$ cat config.mk
export PLATFORM = sky130hd
export DESIGN_NAME = ifetch_sequencer
export DESIGN_NICKNAME = d
export VERILOG_FILES = /design/src/rtl/ifetch_sequencer.sv
export SDC_FILE = /design/constraint.sdc
export NUM_CORES = 1
export LEC_CHECK = 0
export CAP_MARGIN = 0
export CORE_MARGIN = 4
export CORE_UTILIZATION = 45
export DETAILED_ROUTE_END_ITERATION = 12
export GPL_TIMING_DRIVEN = 0
export PLACE_DENSITY = 0.83
export SLEW_MARGIN = 20
export SYNTH_ARGS = -nofsm -noshare
export SYNTH_HDL_FRONTEND = slang
export SYNTH_SLANG_ARGS = --single-unit
$ cat constraint.sdc
create_clock -name clk -period 8.07 [get_ports clk]
set_clock_uncertainty 0.15 [all_clocks]
set_input_delay 1.2105 -clock clk [delete_from_list [all_inputs] [get_ports clk]]
set_output_delay 1.2105 -clock clk [all_outputs]
set_load 0.05 [all_outputs]
$ cat src/rtl/ifetch_sequencer.sv
// Instruction-fetch sequencer: owns the PC, addresses a zero-wait instruction
// memory, and buffers fetched words in a 2-entry FIFO toward decode.
// Supports back-pressure, redirect with flush, and end-of-program stop.
module ifetch_sequencer #(
  parameter int PC_W     = 5,
  parameter int RESET_PC = 0,
  parameter int PC_STEP  = 4,
  parameter int LAST_PC  = 28
) (
  input  logic            clk,
  input  logic            rst,
  input  logic            start,
  output logic [PC_W-1:0] imem_addr,
  input  logic [31:0]     imem_data,
  input  logic            redirect,
  input  logic [PC_W-1:0] redirect_pc,
  output logic            inst_valid,
  input  logic            inst_ready,
  output logic [31:0]     inst_data,
  output logic [PC_W-1:0] inst_pc,
  output logic            busy,
  output logic            done
);

  localparam int DATA_W = 32;

  typedef enum logic [1:0] {
    S_IDLE,
    S_FETCH,
    S_DONE
  } state_t;

  state_t            state_q, state_d;
  logic [PC_W-1:0]   pc_q, pc_d;
  logic [1:0]        cnt_q, cnt_d;
  logic              valid_q, busy_q, done_q;

  // Queue storage; entry 0 is the head. Not reset: validity lives in cnt_q.
  logic [DATA_W-1:0] qdata_q [2];
  logic [PC_W-1:0]   qpc_q   [2];

  logic              pop;
  logic              redirect_act;
  logic              start_act;
  logic              capture;
  logic [1:0]        wr_idx;
  logic              unused_pc_lo;

  // Word alignment of the redirect target drops the low address bits.
  assign unused_pc_lo = ^redirect_pc[1:0];

  // Next-state logic: redirect outranks start, start outranks normal fetch.
  always_comb begin
    pop          = (cnt_q != 2'd0) && inst_ready;
    redirect_act = redirect && (state_q != S_IDLE);
    start_act    = start && !redirect_act &&
                   ((state_q == S_IDLE) || (state_q == S_DONE));
    capture      = (state_q == S_FETCH) && !redirect_act &&
                   ((cnt_q != 2'd2) || pop);
    wr_idx       = cnt_q - {1'b0, pop};

    state_d = state_q;
    pc_d    = pc_q;
    cnt_d   = cnt_q;

    if (redirect_act) begin
      state_d = S_FETCH;
      pc_d    = {redirect_pc[PC_W-1:2], 2'b00};
      cnt_d   = 2'd0;
    end else if (start_act) begin
      state_d = S_FETCH;
      pc_d    = PC_W'(RESET_PC);
      cnt_d   = 2'd0;
    end else begin
      cnt_d = cnt_q - {1'b0, pop} + {1'b0, capture};
      if (capture) begin
        pc_d = pc_q + PC_W'(PC_STEP);
        if (pc_q == PC_W'(LAST_PC)) begin
          state_d = S_DONE;
        end
      end
    end
  end

  // Control state and registered status outputs, derived from next state.
  always_ff @(posedge clk) begin
    if (rst) begin
      state_q <= S_IDLE;
      pc_q    <= PC_W'(RESET_PC);
      cnt_q   <= 2'd0;
      valid_q <= 1'b0;
      busy_q  <= 1'b0;
      done_q  <= 1'b0;
    end else begin
      state_q <= state_d;
      pc_q    <= pc_d;
      cnt_q   <= cnt_d;
      valid_q <= (cnt_d != 2'd0);
      busy_q  <= (state_d == S_FETCH) || ((state_d == S_DONE) && (cnt_d != 2'd0));
      done_q  <= (state_d == S_DONE) && (cnt_d == 2'd0);
    end
  end

  // Queue datapath: shift on pop, then write the new word behind the
  // surviving entries (a later write to the same slot overrides the shift).
  always_ff @(posedge clk) begin
    if (pop) begin
      qdata_q[0] <= qdata_q[1];
      qpc_q[0]   <= qpc_q[1];
    end
    if (capture) begin
      qdata_q[wr_idx[0]] <= imem_data;
      qpc_q[wr_idx[0]]   <= pc_q;
    end
  end

  assign imem_addr  = pc_q;
  assign inst_valid = valid_q;
  assign inst_data  = valid_q ? qdata_q[0] : '0;
  assign inst_pc    = valid_q ? qpc_q[0] : '0;
  assign busy       = busy_q;
  assign done       = done_q;

endmodule

After elaboration in Yosys (flattened, before gate mapping) --
Memory sizes are Yosys's and may differ from the RTL's. Index checks and enable logic that the tools add are counted.
Word-level totals: memory bits (writable) 74, output and inout bits 45, logic and storage cells 52, bits in registers 12, memories 2
Memories:
- qdata_q | words 2, width 32, rd ports 2, clocked after Yosys merged registers in 0, wr ports 2, line 39 | logic [DATA_W-1:0] qdata_q [2];
- qpc_q | words 2, width 5, rd ports 2, clocked after Yosys merged registers in 0, wr ports 2, line 40 | logic [PC_W-1:0] qpc_q [2];
Cells by class: mux-type cells 15, reduce and logical (&&, ||, !) cells 19, equality and inequality tests 6, $add $sub $neg 3
Operators by type and width (number):
- 2-to-1 mux 32 bit | 1
- 2-to-1 mux 5 bit | 4
- 2-to-1 mux 2 bit | 6
- logical AND 1 bit | 8
- nonzero test 2 bit | 3
- adder 5 x 3 -> 5 bit, second input constant | 1
- equality test 5 bit, second input constant | 1
- equality test 2 x 1 -> 1 bit, second input constant | 2
- equality test 2 bit, second input constant | 2
- logical NOT 2 bit | 2
- 2-to-1 mux 1 bit | 4
- logical OR 1 bit | 3
- nonzero test 3 bit | 1
- OR reduction 3 bit | 1
- adder 2 x 1 -> 2 bit | 1
- inequality test 2 bit, second input constant | 1
- subtractor 2 x 1 -> 2 bit | 1
- logical NOT 1 bit | 1

Longest topological paths before layout --
Gate-level depths: netlist of run 1.
word-level depth 11, depth in mapped cells 8, gate-level depth less buffers 8

Worst setup path after synthesis of run 1 --
No wires, ideal clock.
path type input to register, start in redirect, end mem qdata_q[0][0] (enable), setup time 398 ps, buffers on the path 2, stages 7, slack 4345 ps, data arrival time 3178 ps, cell sequence nor2_1 > nand3_2 > inv_1 > ha_1 > buf_2 > buf_1 > nand2b_1
RTL lines:
- start, declared | line 15 | input logic redirect,
- end, declared | line 39

==> results of run 1 <==
## synthesized netlist by cell type (all sizes together) (2+ instances only)
library cell and count:
edfxtp 70, mux2 36, and2 35, dfxtp 10
buf 8, clkbuf 5, nand2 5, nand2b 5
a21oi 4, ha 4, inv 4, nor2 3
o21ai 3, a211oi 2, a22o 2, nor3 2
nor3b 2
## state kept, by name, indices dropped and copies added, names as in the netlist
name,cells
imem_addr,3
state_q,2
qdata_q,64
done,1
cnt_q,2
busy,1
qpc_q,6
inst_valid,1
## layer usage
metal	vias up	wire length [um]
met2	59	3280
met5	-	0
met1	957	2770
met4	0	89
li1	970	-
met3	7	317
## where the power goes
| part | leakage, nW | total, mW | internal [mW] | switching [mW] |
|---|---|---|---|---|
| clock network | 0.110 | 0.311 | 0.173 | 0.137 |
| logic | 0.756 | 0.110 | 0.0496 | 0.0606 |
| registers | 0.722 | 0.470 | 0.465 | 0.00538 |
## stage by stage
stage | instance area (um^2) | worst slack [ns] | std cells | util, % | power, mW
final | 4550 | 4.19 | 413 | 62.7 | 0.891
after global routing | 4550 | 3.92 | 413 | 62.7 | 0.922
after CTS | 4550 | 4.18 | 413 | 62.7 | 0.899
after detailed placement | 4340 | 3.80 | 397 | 59.8 | 0.590
after global placement | 4290 | 3.15 | 395 | 59.1 | 0.585
after floorplan | 3370 | 4.34 | 217 | - | 0.543
## critical path, delay by kind of cell
family	cells	cell delay (ns)
buffers and inverters	5	1.56
AND/OR/NAND/NOR	3	0.83
adder cells (fa/ha/maj)	1	0.16
## layout make-up
type                       instances  area [um^2]
tap                               99          124
timing repair buffer              81          838
fill                             551         2700
inverter                           4         15.0
buffer                            13         70.1
clock buffer                      10          128
multi-input combinational        120          990
sequential                        80         2300
clock inverter                     6         83.8
## worst max path at each step
stage               start        endpoint  slack [ns]  depth (start not counted)
3_5_place_dp   inst_ready   qdata_q[0][6]        3.80                          9
2_1_floorplan    redirect   qdata_q[0][0]        4.34                          7
3_3_place_gp   inst_ready   qdata_q[0][5]        3.15                          8
6_report       inst_ready  qdata_q[0][23]        4.19                          9
4_1_cts        inst_ready     qpc_q[0][4]        4.18                          9
5_1_grt          redirect  qdata_q[0][23]        3.92                          9
## logic make-up after synthesis
logic type,Yosys count,share of synthesized area [%]
AO/OA/AOI/OAI,16,3.54
XOR/XNOR,1,0.261
adder cells (fa/ha/maj),4,1.49
buffers and inverters,17,2.53
flip-flops,80,68.5
multiplexers,36,12.1
other,1,0.112
AND/OR/NAND/NOR,59,11.5
==> impl_metrics.json, run 1 <==
{
  "status": "finished clean",
  "ctsHoldBuffers": 0,
  "syn_area_per_cell_um2": 15.7,
  "synthFlopType": "edfxtp_1",
  "max_stage_delay_ns": 0.54,
  "die_y_um": 94.4,
  "grtUsageTotal_pct": 14.9,
  "setup_viol": 0,
  "clock_latency_ns": 0.34,
  "cts-root-buf": "clkbuf_8",
  "grt.busiest_layer": "met2",
  "layout.nets": 355,
  "crit_required_ns": 7.97,
  "syn2layout_area_growth_pct": 35.4,
  "cts_resized": 0,
  "die_width_um": 94.4,
  "timing.rr.end": "qdata_q[0][23]",
  "mostFrequentLayoutCells": "clkdlybuf4s50_1 (79), edfxtp_1 (70), mux2_2 (36)",
  "yosysWarnings": 0,
  "grt_pass1_vias": 2047,
  "via_count": 1993,
  "synth_edf_count": 70,
  "finalHoldViolations": 0,
  "whs_endpoint": "qpc_q[1][4]",
  "groute.layer.met3.usage_pct": 3.43,
  "post-route-drc-count": 0,
  "r2r_setup_slack_ns": 5.16,
  "antenna_cells": 0,
  "ys_top_cells_by_area": "edfxtp_1 (63%), mux2_2 (12%), and2_1 (6.5%)",
  "grt_max_degree": 27,
  "relSlewSlack_pct": 62.5,
  "antenna_found_initial": 0,
  "ant_nets": 0,
  "wl_per_cell_um": 15.6,
  "grt_overflow_total": 0,
  "syn_inst": 214,
  "met1_usage_pct": 18.5,
  "p_leak_nw": 1.59,
  "place_congestion": 0.787,
  "rsz0062_at_grt": "no",
  "cts_max_level": 3,
  "crit_chain": "clkdlybuf4s50_1 -> or3b_4 -> nand3_2 -> inv_1 -> ha_1 -> buf_2 -> buf_1 -> nand2b_2 -> buf_16",
  "grt_util_met2_pct": 25.3,
  "max_cap_viol_count": 0,
  "drtIter0Drc": 64,
  "die_area_um2": 8920,
  "pin_count": 87,
  "critPathLaunchType": "primary input",
  "clockBufferDepth": 2,
  "rr_worst_depth": 8,
  "setup.worst_path.end_class": "register",
  "fp-row-count": 31,
  "drt-total-wl_mm": 6.46,
  "firstDrtPassIters": 4,
  "yosys.area.top_type_share_pct": 62.5,
  "syn_area_um2": 3360,
  "layout_commonest_cell": "clkdlybuf4s50_1",
  "post-route-period-util_pct": 48.0,
  "worstSetupPathType": "in2reg",
  "fmax_mhz": 258,
  "tns_ns": 0,
  "drv_slew": 0,
  "rr_startpoint": "cnt_q[1]",
  "cts_tree": "built",
  "fp.coreArea_um2": 7250,
  "layout-drive-gt1-share_pct": 22.9,
  "yosysUniqueCellTypes": 37,
  "cts_buffers": 9,
  "clkTransAtPathRegs_ns": 0.07,
  "grt_pass1_wl_mm": 10.1,
  "worst_pin_slew_ns": 0.562,
  "synth-seq-cells": 80,
  "cts.sinks": 80,
  "ir_drop_mv": 0.0819,
  "hp-class": "reg2reg",
  "hp-start": "imem_addr[4]",
  "hold_ws_ns": 0.388,
  "start_util_pct": 46.3,
  "power_density_nw_per_um2": 196,
  "cp.arrival_ns": 3.78,
  "synth.largest_area_cell": "edfxtp_1",
  "post_cts_buffers": 0,
  "drt-vias-per-instance": 4.83,
  "slowest_stage": "clkdlybuf4s50_1",
  "yosysSeqAreaShare_pct": 68.5,
  "min_period_ns": 3.88,
  "hold_depth": 0,
  "cp_max_fo": 19,
  "async_reset_ff_share_pct": 0,
  "io_buffers": 79,
  "dpl.hpwl_mm": 4.59
}
Power figures use the tool's default switching activity.
==> inputs of run 2 (changes only) <==
--- a/config.mk
+++ b/config.mk
@@ -7,10 +7,10 @@
 export LEC_CHECK = 0
 export CAP_MARGIN = 0
 export CORE_MARGIN = 4
-export CORE_UTILIZATION = 45
+export CORE_UTILIZATION = 44
 export DETAILED_ROUTE_END_ITERATION = 12
 export GPL_TIMING_DRIVEN = 0
-export PLACE_DENSITY = 0.83
+export PLACE_DENSITY = 0.84
 export SLEW_MARGIN = 20
 export SYNTH_ARGS = -nofsm -noshare
 export SYNTH_HDL_FRONTEND = slang
==> constraint.sdc (replaced) <==
create_clock -name clk -period 3.5 [get_ports clk]
set_clock_uncertainty 0.15 [all_clocks]
set_input_delay 0.525 -clock clk [delete_from_list [all_inputs] [get_ports clk]]
set_output_delay 0.525 -clock clk [all_outputs]
set_load 0.05 [all_outputs]
==> run 2 against run 1 <==
  * Critical path depth unchanged
  * Worst setup slack got worse by 4.0 ns
  * Clock power rose to 2.6 times the previous value
  * Largest power group unchanged
  * Highest routed layer unchanged
==> impl_metrics.json, run 2 (synthesis results as in run 1) <==
{
  "status": "finished clean",
  "layout.nets": 355,
  "ir_drop_mv": 0.281,
  "clkTransAtPathRegs_ns": 0.08,
  "clock_latency_ns": 0.35,
  "crit_chain": "clkdlybuf4s50_1 -> nor2_1 -> nand3_2 -> inv_1 -> ha_1 -> buf_2 -> buf_1 -> nand2b_2 -> buf_16",
  "drt-total-wl_mm": 6.67,
  "fp.coreArea_um2": 7330,
  "io_buffers": 79,
  "grt_max_degree": 23,
  "antenna_found_initial": 0,
  "grt_pass1_vias": 2138,
  "start_util_pct": 45.8,
  "pre_cts_slack_ns": -0.181,
  "hold_ws_ns": 0.346,
  "die_y_um": 95.4,
  "largest_reg_flops": 64,
  "drv_slew": 0,
  "fp-row-count": 31,
  "rsz0062_at_grt": "no",
  "firstDrtPassIters": 4,
  "max_cap_viol_count": 0,
  "utilization_pct": 62.6,
  "post-route-period-util_pct": 94.0,
  "grtUsageTotal_pct": 15.4,
  "layout_commonest_cell": "clkdlybuf4s50_1",
  "tns_ns": 0,
  "slowest_stage": "nand2b_2",
  "pin_count": 87,
  "max_stage_delay_ns": 0.50,
  "grt_overflow_total": 0,
  "ant_nets": 0,
  "relSlewSlack_pct": 62.2,
  "drtIter0Drc": 60,
  "fin_ws_ns": 0.211,
  "finalHoldViolations": 0,
  "cp.arrival_ns": 3.19,
  "die_area_um2": 9100,
  "via_count": 2016,
  "layout-drive-gt1-share_pct": 23.2,
  "top_register": "qdata_q",
  "worstSetupPathType": "in2reg",
  "grt_pass1_wl_mm": 10.5,
  "post_cts_buffers": 0,
  "die_width_um": 95.4,
  "cts_tree": "built",
  "place_congestion": 0.898,
  "crit_buf_inv": 5,
  "p_leak_nw": 1.60,
  "cts.sinks": 80,
  "cts_resized": 0,
  "antenna_cells": 0,
  "ctsHoldBuffers": 0,
  "power_mw": 2.16,
  "cts_max_level": 3,
  "critPathLaunchType": "primary input",
  "fmax_mhz": 304,
  "dpl.hpwl_mm": 4.68,
  "crit_required_ns": 3.40,
  "setup.worst_path.end_class": "register",
  "min_period_ns": 3.29,
  "mostFrequentLayoutCells": "clkdlybuf4s50_1 (79), edfxtp_1 (70), mux2_2 (36)",
  "hp-class": "in2reg",
  "cts_buffers": 9,
  "cp_max_fo": 22,
  "power_density_nw_per_um2": 470,
  "syn2layout_area_growth_pct": 36.6,
  "cp_top_family": "buffers and inverters",
  "setup_viol": 0,
  "wl_per_cell_um": 16.1,
  "post-route-drc-count": 0,
  "worst_pin_slew_ns": 0.567,
  "cts-root-buf": "clkbuf_8",
  "clockBufferDepth": 2,
  "drt-vias-per-instance": 4.88
}
## run 2: per-layer routing
metal | part of all wire (%) | routed length [um] | track usage, %
met1 | 41 | 2710 | 17.6
met2 | 50 | 3360 | 26.9
met3 | 7.6 | 508 | 5.52
met4 | 1.4 | 92 | 4.74
met5 | 0 | 0 | 0
## run 2: report_power, final
part / leakage (nW) / switching [mW] / internal (mW)
Sequential: 0.722 / 0.0122 / 1.07
Combinational: 0.759 / 0.142 / 0.114
Clock: 0.116 / 0.341 / 0.475
Total: 1.60 / 0.495 / 1.66
## run 2: layout make-up
cell class                 count  area [um^2]
clock inverter                 7          119
timing repair buffer          81          846
multi-input combinational    120          990
sequential                    80         2300
tap                           99          124
fill                         541         2740
buffer                        13         70.1
inverter                       4         15.0
clock buffer                   9          124
## run 2: through the flow
step / std cells / area [um^2]
finish: 413 / 4590
global route: 413 / 4590
CTS: 413 / 4590
detailed placement: 397 / 4350
global placement: 395 / 4290
floorplan: 217 / 3370
## run 2: worst paths after layout
| kind | start | end | slack, ns | depth (start not counted) |
|---|---|---|---|---|
| hold reg to reg | imem_addr[3] | qpc_q[1][3] | 0.38 | 0 |
| hold / removal | rst | state_q[1] | 0.35 | 2 |
| setup / recovery | redirect | qdata_q[0][7] | 0.21 | 9 |
| setup reg to reg | state_q[1] | qdata_q[0][7] | 0.52 | 8 |
==> inputs of run 3 (changes only) <==
--- a/config.mk
+++ b/config.mk
@@ -5,13 +5,14 @@
 export SDC_FILE = /design/constraint.sdc
 export NUM_CORES = 1
 export LEC_CHECK = 0
+export ABC_AREA = 1
 export CAP_MARGIN = 0
 export CORE_MARGIN = 4
-export CORE_UTILIZATION = 44
+export CORE_UTILIZATION = 35
 export DETAILED_ROUTE_END_ITERATION = 12
 export GPL_TIMING_DRIVEN = 0
-export PLACE_DENSITY = 0.84
-export SLEW_MARGIN = 20
+export PLACE_DENSITY = 0.71
+export SLEW_MARGIN = 15
 export SYNTH_ARGS = -nofsm -noshare
 export SYNTH_HDL_FRONTEND = slang
 export SYNTH_SLANG_ARGS = --single-unit
==> run 3 against run 2 <==
  * Worst hold slack better by 0.020 ns
  * Utilization is 13 points lower
  * Sequential share of layout area is 0.41 points lower
  * Worst setup slack better by 0.070 ns
  * Routed wire length is 7.3% higher
  * Critical path type is now reg2out
  * Critical path depth is 4 lower
  * Total power is 4.1% lower
  * Clock power is 13% lower
  * Die area is 25% higher
  * Clock-buffer cell count is 2 higher
  * Synthesized cell count is 58% higher
  * First-iteration DRC count is 42% higher
  * Largest power group unchanged
==> impl_metrics.json, run 3 <==
{
  "wl_per_cell_um": 12.6,
  "max_stage_delay_ns": 0.81,
  "rsz0062_at_grt": "no",
  "cp.arrival_ns": 2.54,
  "layout_commonest_cell": "nand2_1",
  "clockBufferDepth": 2,
  "via_count": 2407,
  "fill_cells": 879,
  "syn_area_um2": 3400,
  "finalHoldViolations": 0,
  "worstSetupPathType": "reg2out",
  "utilization_pct": 49.6,
  "slowest_stage": "clkdlybuf4s50_1",
  "multi_input_area_um2": 843,
  "drv_slew": 0,
  "pre_cts_slack_ns": 0.353,
  "grtUsageTotal_pct": 12.9,
  "hold_depth": 2,
  "die_y_um": 107,
  "status": "finished clean",
  "worst_pin_slew_ns": 0.514,
  "largest_reg_flops": 64,
  "pin_count": 87,
  "fp.coreArea_um2": 9330,
  "cp_top_family": "buffers and inverters",
  "yosysWarnings": 0,
  "cts_max_level": 3,
  "dpl.cell_count": 553,
  "drtIter0Drc": 85,
  "seqCellArea_um2": 2300,
  "crit_buf_inv": 4,
  "crit_cells": 5,
  "p_leak_nw": 2.07,
  "cts_resized": 0,
  "drt-vias-per-instance": 4.23,
  "cts-root-buf": "clkbuf_8",
  "ctsHoldBuffers": 0,
  "grt_pass1_wl_mm": 11.4,
  "cts.sinks": 80,
  "drt-total-wl_mm": 7.16,
  "grt_overflow_total": 0,
  "fp-row-count": 35,
  "syn_area_per_cell_um2": 10.0,
  "post-route-period-util_pct": 92.0,
  "place_congestion": 0.833,
  "ir_drop_mv": 0.202,
  "layout-drive-gt1-share_pct": 6.82,
  "relSlewSlack_pct": 65.7,
  "crit_path_start": "inst_valid",
  "cts_buffers": 9,
  "crit_top_cell": "clkbuf_1",
  "clock_latency_ns": 0.33,
  "ys_top_cells_by_area": "edfxtp_1 (62%), nand2_1 (17%), dfxtp_1 (5.9%)",
  "clkTransAtPathRegs_ns": 0.07,
  "top_register": "qdata_q",
  "finalNonFillerCells": 569,
  "max_cap_viol_count": 0,
  "setup_viol": 0,
  "min_period_ns": 3.22,
  "rr_worst_depth": 9,
  "synth.largest_area_cell": "edfxtp_1",
  "io_buffers": 80,
  "power_density_nw_per_um2": 447,
  "setup.worst_path.end_class": "output port",
  "antenna_cells": 0,
  "synth-seq-cells": 80,
  "fin_ws_ns": 0.281,
  "syn2layout_area_growth_pct": 36.2,
  "start_util_pct": 36.4,
  "grt_max_degree": 26,
  "dpl.hpwl_mm": 5.24,
  "critPathLaunchType": "register",
  "yosys.area.top_type_share_pct": 61.9,
  "synthFlopType": "edfxtp_1",
  "antenna_found_initial": 0,
  "yosysUniqueCellTypes": 22,
  "hp-start": "qdata_q[1][12]",
  "yosysSeqAreaShare_pct": 67.7,
  "layout.nets": 481,
  "yosysMostFrequentCell": "nand2_1",
  "cp_max_fo": 10,
  "die_width_um": 107,
  "fmax_mhz": 311,
  "synth_common_cells": "nand2_1 (154), edfxtp_1 (70), inv_1 (50)",
  "die_area_um2": 11300,
  "mostFrequentLayoutCells": "nand2_1 (153), clkdlybuf4s50_1 (80), edfxtp_1 (70)",
  "rr_startpoint": "cnt_q[0]",
  "post_cts_buffers": 0,
  "crit_chain": "clkbuf_1 -> clkbuf_1 -> nand2_1 -> inv_1 -> clkdlybuf4s50_1",
  "hp-class": "reg2reg",
  "post-route-drc-count": 0,
  "crit_required_ns": 2.82,
  "firstDrtPassIters": 4,
  "async_reset_ff_share_pct": 0,
  "ant_nets": 0,
  "cts_tree": "built",
  "syn_inst": 339,
  "grt_pass1_vias": 2368,
  "synth_edf_count": 70
}
[run 3: final cells by class]
| cell class | instances | area share [%] |
|---|---|---|
| Sequential cell | 80 | 49.8 |
| Timing Repair Buffer | 82 | 18.3 |
| Multi-Input combinational cell | 195 | 18.2 |
| Tap cell | 129 | 3.49 |
| Clock buffer | 11 | 2.84 |
| Clock inverter | 5 | 1.54 |
| Inverter | 52 | 4.22 |
| Buffer | 15 | 1.60 |
[run 3: power by group]
group	switching, mW	internal [mW]
logic	0.167	0.102
registers	0.0146	1.08
clock network	0.312	0.396
total	0.493	1.57
[run 3: worst reg2reg max path, delay by kind of cell (launching register included)]
family,cells,cell delay (ns)
compound gates,1,0.25
fa+ha+maj,1,0.19
buf+inv,6,1.03
flops,1,0.35
simple gates,1,0.25
[run 3: layer usage]
layer	up-vias	global-route usage [%]	wire [um]
met3	5	3.89	399
met4	0	2.74	50
met1	1096	15.7	3150
li1	1248	-	-
met2	58	22.6	3560
met5	-	0	0
[run 3: logic make-up after synthesis]
| logic type | Yosys count | synth area share, % |
|---|---|---|
| adders and majority gates | 4 | 1.47 |
| AOI/OAI and AO/OA | 15 | 2.69 |
| buffers and inverters | 67 | 7.92 |
| DFF | 80 | 67.7 |
| other | 1 | 0.110 |
| and+or+nand+nor | 172 | 20.1 |
[run 3: stage by stage]
step                      cell area [um^2]  hold WS (ns)  setup TNS (ns)  power [mW]
after floorplan                       3410         0.337               0        1.27
after global placement                4370         0.342          -15.33        1.37
after detailed placement              4420         0.347               0        1.38
after CTS                             4630         0.362               0        2.09
after global routing                  4630         0.384               0        2.15
final                                 4630         0.366               0        2.07
[run 3: final timing paths]
| check | to | slack (ns) |
|---|---|---|
| min reg2reg | qdata_q[0][12] | 0.37 |
| min | qdata_q[0][12] | 0.37 |
| max reg2reg | qdata_q[0][11] | 1.04 |
| max | inst_pc[2] | 0.28 |
